### config.mk
export PLATFORM = sky130hd
export DESIGN_NAME = mul_div_unit
export DESIGN_NICKNAME = d
export VERILOG_FILES = /design/src/rtl/mul_div_unit.sv
export SDC_FILE = /design/constraint.sdc
export NUM_CORES = 2
export LEC_CHECK = 0
export BUFFER_PORTS_ARGS = -buffer_cell sky130_fd_sc_hd__buf_2
export CELL_PAD_IN_SITES_DETAIL_PLACEMENT = 1
export CELL_PAD_IN_SITES_GLOBAL_PLACEMENT = 2
export CORE_UTILIZATION = 43
export DETAILED_ROUTE_END_ITERATION = 6
export PLACE_DENSITY = 0.85
export SLEW_MARGIN = 10
export SYNTH_ARGS = -nofsm -noshare
export SYNTH_HDL_FRONTEND = slang
export SYNTH_SLANG_ARGS = --single-unit
### constraint.sdc
create_clock -name clk -period 11.4 [get_ports clk]
set_input_delay 1.14 -clock clk [delete_from_list [all_inputs] [get_ports clk]]
set_output_delay 1.14 -clock clk [all_outputs]
set_load 0.01 [all_outputs]
### src/rtl/mul_div_unit.sv
// ---------------------------------------------------------------------------
// mul_div_unit
//
// Multicycle HI/LO unit for a MIPS-style pipeline: MULT/MULTU, DIV/DIVU,
// MTHI and MTLO. The architectural HI and LO registers live here.
//
// Handshake: a request is 'start' high for one cycle together with op/a/b.
// It is accepted only while busy is low and flush is low; otherwise it is
// dropped silently. After acceptance busy stays high until the cycle after
// the done pulse. done is a one-cycle pulse, and hi/lo already hold the
// result in that cycle. There is no back-pressure on done.
//
// Configuration macro: MDU_DIV_EN
//   defined   - restoring divider present (DATA_W steps, one per cycle)
//   undefined - no DIV state or datapath; DIV/DIVU act as no-ops
//
// Ports
//   clk        rising-edge clock
//   resetn     asynchronous active-low reset
//   start      issue op for one cycle (honoured only when idle)
//   op[2:0]    0 MULT, 1 MULTU, 2 DIV, 3 DIVU, 4 MTHI, 5 MTLO, 6-7 no-op
//   a, b       rs / rt operands, captured when start is honoured
//   flush      pipeline cancel; aborts MUL/DIV, ignored in DONE
//   busy       high whenever the FSM is not IDLE
//   done       one-cycle completion pulse
//   hi, lo     architectural HI / LO registers
//   dbg_state  current FSM state encoding (for checkers)
// ---------------------------------------------------------------------------
module mul_div_unit #(
   parameter int DATA_W = 32
) (
   input  logic              clk,
   input  logic              resetn,
   input  logic              start,
   input  logic [2:0]        op,
   input  logic [DATA_W-1:0] a,
   input  logic [DATA_W-1:0] b,
   input  logic              flush,
   output logic              busy,
   output logic              done,
   output logic [DATA_W-1:0] hi,
   output logic [DATA_W-1:0] lo,
   output logic [1:0]        dbg_state
);

   localparam logic [2:0] OP_MULT  = 3'd0;
   localparam logic [2:0] OP_MULTU = 3'd1;
   localparam logic [2:0] OP_MTHI  = 3'd4;
   localparam logic [2:0] OP_MTLO  = 3'd5;

   typedef enum logic [1:0] {
      S_IDLE = 2'd0,
      S_MUL  = 2'd1,
`ifdef MDU_DIV_EN
      S_DIV  = 2'd2,
`endif
      S_DONE = 2'd3
   } state_t;

   state_t state;

   assign dbg_state = state;

   // ------------------------------------------------------------------
   // Multiplier: operands are registered at start, the product is formed
   // from the registered copies during the MUL cycle. Extending both
   // operands to 2*DATA_W (sign or zero) makes the low 2*DATA_W bits of a
   // plain multiply correct for both signed and unsigned forms.
   // ------------------------------------------------------------------
   logic [DATA_W-1:0]   mul_a;
   logic [DATA_W-1:0]   mul_b;
   logic                mul_signed;
   logic [2*DATA_W-1:0] mul_ext_a;
   logic [2*DATA_W-1:0] mul_ext_b;
   logic [2*DATA_W-1:0] product;

   always_comb begin
      mul_ext_a = {{DATA_W{mul_signed & mul_a[DATA_W-1]}}, mul_a};
      mul_ext_b = {{DATA_W{mul_signed & mul_b[DATA_W-1]}}, mul_b};
      product   = mul_ext_a * mul_ext_b;
   end

`ifdef MDU_DIV_EN
   // ------------------------------------------------------------------
   // Restoring divider on magnitudes. quo starts as |a| and is shifted out
   // MSB-first into the partial remainder while quotient bits shift in.
   // Signs are applied on the final step: quotient negative when the
   // operand signs differ, remainder takes the sign of the dividend.
   // ------------------------------------------------------------------
   localparam logic [2:0] OP_DIV    = 3'd2;
   localparam logic [2:0] OP_DIVU   = 3'd3;
   localparam int         CNT_W     = $clog2(DATA_W);
   localparam logic [CNT_W-1:0] LAST_STEP = CNT_W'(DATA_W - 1);

   logic [DATA_W-1:0] rem;
   logic [DATA_W-1:0] quo;
   logic [DATA_W-1:0] dvs;
   logic              neg_q;
   logic              neg_r;
   logic [CNT_W-1:0]  step_cnt;

   logic              div_signed;
   logic [DATA_W-1:0] mag_a;
   logic [DATA_W-1:0] mag_b;
   logic [DATA_W:0]   trial;
   logic [DATA_W:0]   diff;
   logic [DATA_W-1:0] next_rem;
   logic [DATA_W-1:0] next_quo;

   always_comb begin
      div_signed = (op == OP_DIV);
      // |most-negative| = 2^(DATA_W-1) still fits as an unsigned magnitude
      mag_a      = (div_signed && a[DATA_W-1]) ? -a : a;
      mag_b      = (div_signed && b[DATA_W-1]) ? -b : b;
      trial      = {rem, quo[DATA_W-1]};
      diff       = trial - {1'b0, dvs};
      if (diff[DATA_W]) begin
         next_rem = trial[DATA_W-1:0];
         next_quo = {quo[DATA_W-2:0], 1'b0};
      end else begin
         next_rem = diff[DATA_W-1:0];
         next_quo = {quo[DATA_W-2:0], 1'b1};
      end
   end
`endif

   // ------------------------------------------------------------------
   // Control FSM with registered busy/done and the HI/LO registers.
   // ------------------------------------------------------------------
   always_ff @(posedge clk or negedge resetn) begin
      if (!resetn) begin
         state      <= S_IDLE;
         busy       <= 1'b0;
         done       <= 1'b0;
         hi         <= '0;
         lo         <= '0;
         mul_a      <= '0;
         mul_b      <= '0;
         mul_signed <= 1'b0;
`ifdef MDU_DIV_EN
         rem        <= '0;
         quo        <= '0;
         dvs        <= '0;
         neg_q      <= 1'b0;
         neg_r      <= 1'b0;
         step_cnt   <= '0;
`endif
      end else begin
         done <= 1'b0;
         case (state)
            S_IDLE: begin
               if (start && !flush) begin
                  case (op)
                     OP_MULT, OP_MULTU: begin
                        mul_a      <= a;
                        mul_b      <= b;
                        mul_signed <= (op == OP_MULT);
                        state      <= S_MUL;
                        busy       <= 1'b1;
                     end
`ifdef MDU_DIV_EN
                     OP_DIV, OP_DIVU: begin
                        busy <= 1'b1;
                        if (b != '0) begin
                           rem      <= '0;
                           quo      <= mag_a;
                           dvs      <= mag_b;
                           neg_q    <= div_signed & (a[DATA_W-1] ^ b[DATA_W-1]);
                           neg_r    <= div_signed & a[DATA_W-1];
                           step_cnt <= '0;
                           state    <= S_DIV;
                        end else begin
                           // divide by zero: HI/LO untouched, complete at once
                           state <= S_DONE;
                           done  <= 1'b1;
                        end
                     end
`endif
                     OP_MTHI: begin
                        hi    <= a;
                        state <= S_DONE;
                        busy  <= 1'b1;
                        done  <= 1'b1;
                     end
                     OP_MTLO: begin
                        lo    <= a;
                        state <= S_DONE;
                        busy  <= 1'b1;
                        done  <= 1'b1;
                     end
                     default: begin
                        state <= S_DONE;
                        busy  <= 1'b1;
                        done  <= 1'b1;
                     end
                  endcase
               end
            end
            S_MUL: begin
               if (flush) begin
                  state <= S_IDLE;
                  busy  <= 1'b0;
               end else begin
                  {hi, lo} <= product;
                  state    <= S_DONE;
                  done     <= 1'b1;
               end
            end
`ifdef MDU_DIV_EN
            S_DIV: begin
               if (flush) begin
                  state <= S_IDLE;
                  busy  <= 1'b0;
               end else begin
                  rem      <= next_rem;
                  quo      <= next_quo;
                  step_cnt <= step_cnt + 1'b1;
                  if (step_cnt == LAST_STEP) begin
                     lo    <= neg_q ? -next_quo : next_quo;
                     hi    <= neg_r ? -next_rem : next_rem;
                     state <= S_DONE;
                     done  <= 1'b1;
                  end
               end
            end
`endif
            S_DONE: begin
               state <= S_IDLE;
               busy  <= 1'b0;
            end
            default: begin
               state <= S_IDLE;
               busy  <= 1'b0;
            end
         endcase
      end
   end

endmodule
# After elaboration in Yosys (flattened, before gate mapping)
# Index checks and enable logic that the tools add are counted.
[totals]
regBits = 133
in_bits = 71
out_inout_bits = 68
wordCells = 49
[op_classes]
multipliers = 1
eq_ne = 9
mux = 19
bitwise = 2
n_reduce_logical = 10
[ops]
columns = ["cell", "n"]
rows = [
  ["2-to-1 mux 32 bit", 6],
  ["case mux 32 bit (2 select lines)", 2],
  ["multiplier 33 x 33 -> 64 bit", 1],
  ["AND reduction 4 bit", 2],
  ["equality test 3 bit (second input constant)", 2],
  ["2-to-1 mux 2 bit", 3],
  ["!= test 2 bit (second input constant)", 3],
  ["2-to-1 mux 1 bit", 5],
  ["!= test 2 x 1 -> 1 bit (second input constant)", 2],
  ["case mux 1 bit (2 select lines)", 2],
  ["case mux 2 bit (2 select lines)", 1],
  ["equality test 3 x 1 -> 1 bit (second input constant)", 1],
  ["logical NOT 3 bit", 1],
  ["AND reduction 3 bit", 1],
  ["AND 1 bit", 2],
  ["equality test 2 x 1 -> 1 bit (second input constant)", 1],
  ["logical NOT 2 bit", 1],
  ["AND reduction 2 bit", 1],
  ["nonzero test 2 bit", 1],
  ["OR reduction 2 bit", 1],
  ["logical AND 1 bit", 1],
  ["logical NOT 1 bit", 1],
]

# Depth between registers and ports, before layout
[depth]
ltp_word = 5
ltp_mapped = 30

# Worst setup path before layout
# OpenSTA, ideal clock, no wires.
[synth_timing]
path_type = "register -> register"
from = "reg mul_a[31]"
to = "reg hi[29]"
t_arrival_ps = 7950
t_required_ps = 11327
setup_slack_ps = 3377
stages_incl_launch_ff = 29
path_buffers = 3
path_cell_list = "dfrtp_1 -> clkbuf_1 -> and2_1 -> clkbuf_1 -> nand2_1 -> inv_1 -> fa_1 -> inv_1 -> fa_1 -> inv_1 -> fa_1 -> fa_1 -> inv_1 -> fa_1 -> inv_1 -> fa_1 -> inv_1 -> fa_1 -> fa_1 -> inv_1 -> ha_1 -> clkbuf_8 -> a21o_1 -> a21o_2 -> a211oi_1 -> o41ai_4 -> a41oi_2 -> mux2_4 -> a21oi_2"
[synth_via]
elab_chain_cells = 4
[synth_lines]
columns = ["element", "line_no", "rtl"]
rows = [
  ["start, declared", "70", "logic [DATA_W-1:0] mul_a;"],
  ["start signal, assigned", "137", "mul_a <= '0;"],
  ["start signal, assigned", "155", "mul_a <= a;"],
  ["AND 1 bit", "78", "mul_ext_a = {{DATA_W{mul_signed & mul_a[DATA_W-1]}}, mul_a};"],
  ["multiplier 33 x 33 -> 64 bit (*)", "80", "product = mul_ext_a * mul_ext_b;"],
  ["2-to-1 mux 32 bit (*)", "200", "if (flush) begin"],
  ["case mux 32 bit (2 select lines) (*)", "150", "case (state)"],
  ["end signal, assigned", "204", "{hi, lo} <= product;"],
  ["end, declared", "41", "output logic [DATA_W-1:0] hi,"],
]
# Mark *: on every way between the ends. The rest lies on a longest branch, timed or not. The select of a mux whose other input is x is not followed.
# A chain may end at the register's enable or synchronous reset.

# Final worst setup path
[layout_timing]
from = "reg mul_signed"
to = "reg hi[31]"
[layout_via]
elab_chain_cells = 4
elab_cells_between_ends = 5
cone_classes = "mul: 1; mux: 2; bitwise: 2"
[layout_lines]
columns = ["element", "line_no", "rtl"]
rows = [
  ["start, declared", "72", "logic mul_signed;"],
  ["start signal, assigned", "157", "mul_signed <= (op == OP_MULT);"],
  ["AND 1 bit, on equally long branches", "78, 79", ""],
  ["multiplier 33 x 33 -> 64 bit (*)", "80", ""],
  ["2-to-1 mux 32 bit (*)", "200", ""],
  ["case mux 32 bit (2 select lines) (*)", "150", ""],
]
# Marks and branches as above.

==> results.yml <==
logic_synthesis:
  synth_top_family_by_area: "adder cells"
  synth-simple-area-share_pct: 14.5
  synth_largest_area_cell: "fa_1"
  syn_area_um2: 43600
  async_flop_share_pct: 100
  synth_xor_area_share_pct: 1.43
  synth_ff_type: "dfrtp_1"
  synth.distinct_cells: 76
  synth-compound-area-share_pct: 4.70
  synth_edf_count: 0
  yosys.area_share.adder_pct: 57.7
  synth_area_leaders: "fa_1, inv_1, dfrtp_1"
  synth_seq_cells: 133
  synthMuxAreaShare_pct: 1.83
  synthDominantCellAreaShare_pct: 51.6
  syn-num-nets: 6104
  yosys_warnings: 0
  syn_inst: 4696
  yosysSeqAreaShare_pct: 7.63
  avgSynthCellArea_um2: 9.29
global_routing:
  grt_pass1_vias: 37116
  grtUsageMet2_pct: 50.8
  grt_max_degree: 89
  use_met3_pct: 2.65
  overflow: 0
  grt_antenna_before_repair: 12
  track_usage_pct: 28.5
  grt_pass1_wl_um: 220000
  met1_usage_pct: 35.2
  grt.busiest_layer: "met2"
clocking:
  cts_tree: "done"
  hold_buffers: 0
  cts_buffers: 17
  cts_resized: 0
  insertion_delay_ns: 0.48
  root_buffer: "clkbuf_16"
  cts.htree.levels: 4
  cts_sinks: 133
  path_clk_slew_ns: 0.09
  clockBufferDepth: 2
  postCtsSetupBuffers: 0
sta:
  worst_slew_pin_slew_ns: 1.06
  rsz0062_at_grt: "no"
  timing.final.crit_share_pct: 84.5
  timing.fmax_mhz: 104
  hold_violations: 0
  max-slew-margin-rel_pct: 29.4
  slew_viol_final: 0
  post-route-min-period_ns: 9.63
  finClkSkew_ns: 0.0296
  setup_violations: 0
  setup_tns_ns: 0
die:
  core_um2: 100000
  io_pins: 139
  dieArea_um2: 103000
  die_y_um: 320
  start_util_pct: 43.5
  row_count: 116
  die_w_um: 320
placement:
  gp_congestion: 0.924
  dp.final_hpwl_um: 114000
  port-buffer-count: 138
critical_path:
  crit_family: "adder cells"
  endpoint: "hi[31]"
  cp_num_buf_inv: 5
  path_cells: "and2_1 -> nand2_1 -> inv_1 -> fa_1 -> fa_1 -> fa_1 -> inv_1 -> fa_1 -> inv_1 -> fa_1 -> fa_1 -> fa_1 -> inv_1 -> fa_1 -> inv_1 -> ha_1 -> nand4_1 -> or4_1 -> nor4_1 -> a221oi_1 -> a21oi_1 -> a41oi_1 -> mux2i_1 -> a21oi_1"
  r2r_slack_ns: 1.77
  worstSetupStartpoint: "mul_signed"
  slowest_delay_ns: 0.80
  worst-path-stages: 24
  cp-start-kind: "register"
  worstSetupPathType: "register to register"
  end_kind: "register"
  rr_endpoint: "hi[31]"
  worstReg2RegStart: "mul_signed"
  cp.required_ns: 11.76
  crit_path_frequent_cell: "fa_1"
  arrival_ns: 10.00
  crit_fanout: 22
  slowest_stage: "dfrtp_1"
  r2r_cells: 24
final_layout:
  drive_above_1_share_pct: 7.61
  syn2layout_area_growth_pct: 5.90
  fin_nets: 6074
job:
  cap_viol_max_count: 0
run_status:
  status: "completed"
route:
  first_pass_iters: 7
  avgRoutedWirePerCell_um: 22.8
  ant_nets: 0
  first_iter_violations: 1819
  vias: 31884
  wl_um: 138000
  routed_via_density: 5.28
  drc: 0
min_path:
  min_path_type: "register to register"
synth_stat cells, types with 13 or more instances:
cell / count
xnor2_1: 49
fa_1: 1125
nand3_1: 13
ha_1: 212
o21ai_0: 44
a31oi_1: 26
and3_1: 24
nor3_1: 13
nor2_1: 105
mux2_2: 66
dfrtp_1: 133
nand2_1: 788
nand4_1: 16
a21o_1: 30
o21bai_1: 19
xor2_1: 22
inv_1: 1133
a21oi_1: 119
clkbuf_1: 247
and2_1: 353
sequential cells by signal (all words and copies together), names as in the netlist:
register and count:
mul_a 32, mul_b 32, dbg_state 2, done 1
lo 32, hi 32, busy 1, mul_signed 1
routing by layer:
layer  vias up  wire, µm
met1     17299     54200
met3       284      5370
met4         6      6930
li1      13525         -
met5         -        44
met2       770     71500
per-stage QoR:
step	instances	hold WS [ns]	instance area, µm²	util, %	setup WS, ns
global placement	6004	0.469	45600	45.4	2.36
floorplan	4696	0.516	43600	-	3.38
global route	6038	0.528	46200	46.1	1.43
finish	6040	0.492	46200	46.1	1.77
detailed placement	6004	0.479	45600	45.4	1.94
CTS	6036	0.495	46200	46.0	1.91
cell usage in the layout, fill, tap and decap left out, types with 6 or more instances in the layout:
master	synthesis	routed
nand2b_1	7	6
o21bai_1	19	19
a21oi_1	119	119
nor3_1	13	13
xnor2_1	49	49
xor2_1	22	22
fa_1	1125	1125
o21ai_0	44	44
or3_1	7	7
and3_1	24	24
buf_4	3	79
nand2_1	788	788
a21o_1	30	30
a31oi_1	26	26
buf_2	2	137
ha_1	212	212
o21ai_1	8	8
nand3_1	13	13
clkbuf_16	0	17
inv_1	1133	1133
and2_1	353	353
o31ai_1	8	7
nand4_1	16	16
a211oi_1	7	7
o21a_1	9	9
dfrtp_1	133	128
nor2_1	105	104
mux2_2	66	66
or2_2	10	10
cell families (layout without fill, tap and decap cells):
kind of cell / after synthesis / count (layout)
AOI/OAI and AO/OA: 320 / 320
xor gates and xnor gates: 71 / 71
adders and majority gates: 1337 / 1337
buffers and inverters: 1399 / 1382
DFF: 133 / 133
muxes: 71 / 71
other: 0 / 4
and+or+nand+nor: 1365 / 1365
worst min-delay path by stage:
stage	end	slack [ns]	depth (start not counted)	start
after detailed placement	hi[5]	0.48	2	hi[5]
after CTS	hi[5]	0.49	2	hi[5]
after global routing	lo[21]	0.53	1	lo[21]
final	hi[5]	0.49	2	hi[5]
after global placement	hi[0]	0.47	2	hi[0]
after floorplan	hi[0]	0.52	2	hi[0]
cell type report:
class	instances	area, µm²
Fill cell	11540	54100
Multi-Input combinational cell	3164	35000
Inverter	1133	4250
Sequential cell	133	3330
Tap cell	1357	1700
Timing Repair Buffer	217	1290
Clock buffer	17	425
Clock inverter	15	180
Antenna cell	4	10.0
worst register-to-register path, stage by stage, from the launching register on:
cell	delay [ns]
dfrtp_1	0.80
and2_1	0.57
nand2_1	0.20
inv_1	0.18
fa_1	0.49
fa_1	0.64
fa_1	0.54
inv_1	0.48
fa_1	0.52
inv_1	0.10
fa_1	0.46
fa_1	0.53
fa_1	0.51
inv_1	0.06
fa_1	0.48
inv_1	0.04
ha_1	0.40
nand4_1	0.22
or4_1	0.52
nor4_1	0.67
a221oi_1	0.18
a21oi_1	0.40
a41oi_1	0.25
mux2i_1	0.20
a21oi_1	0.08
Power is not shown: default switching activity piles up to over one toggle a cycle in this logic, so the estimate is an artifact.
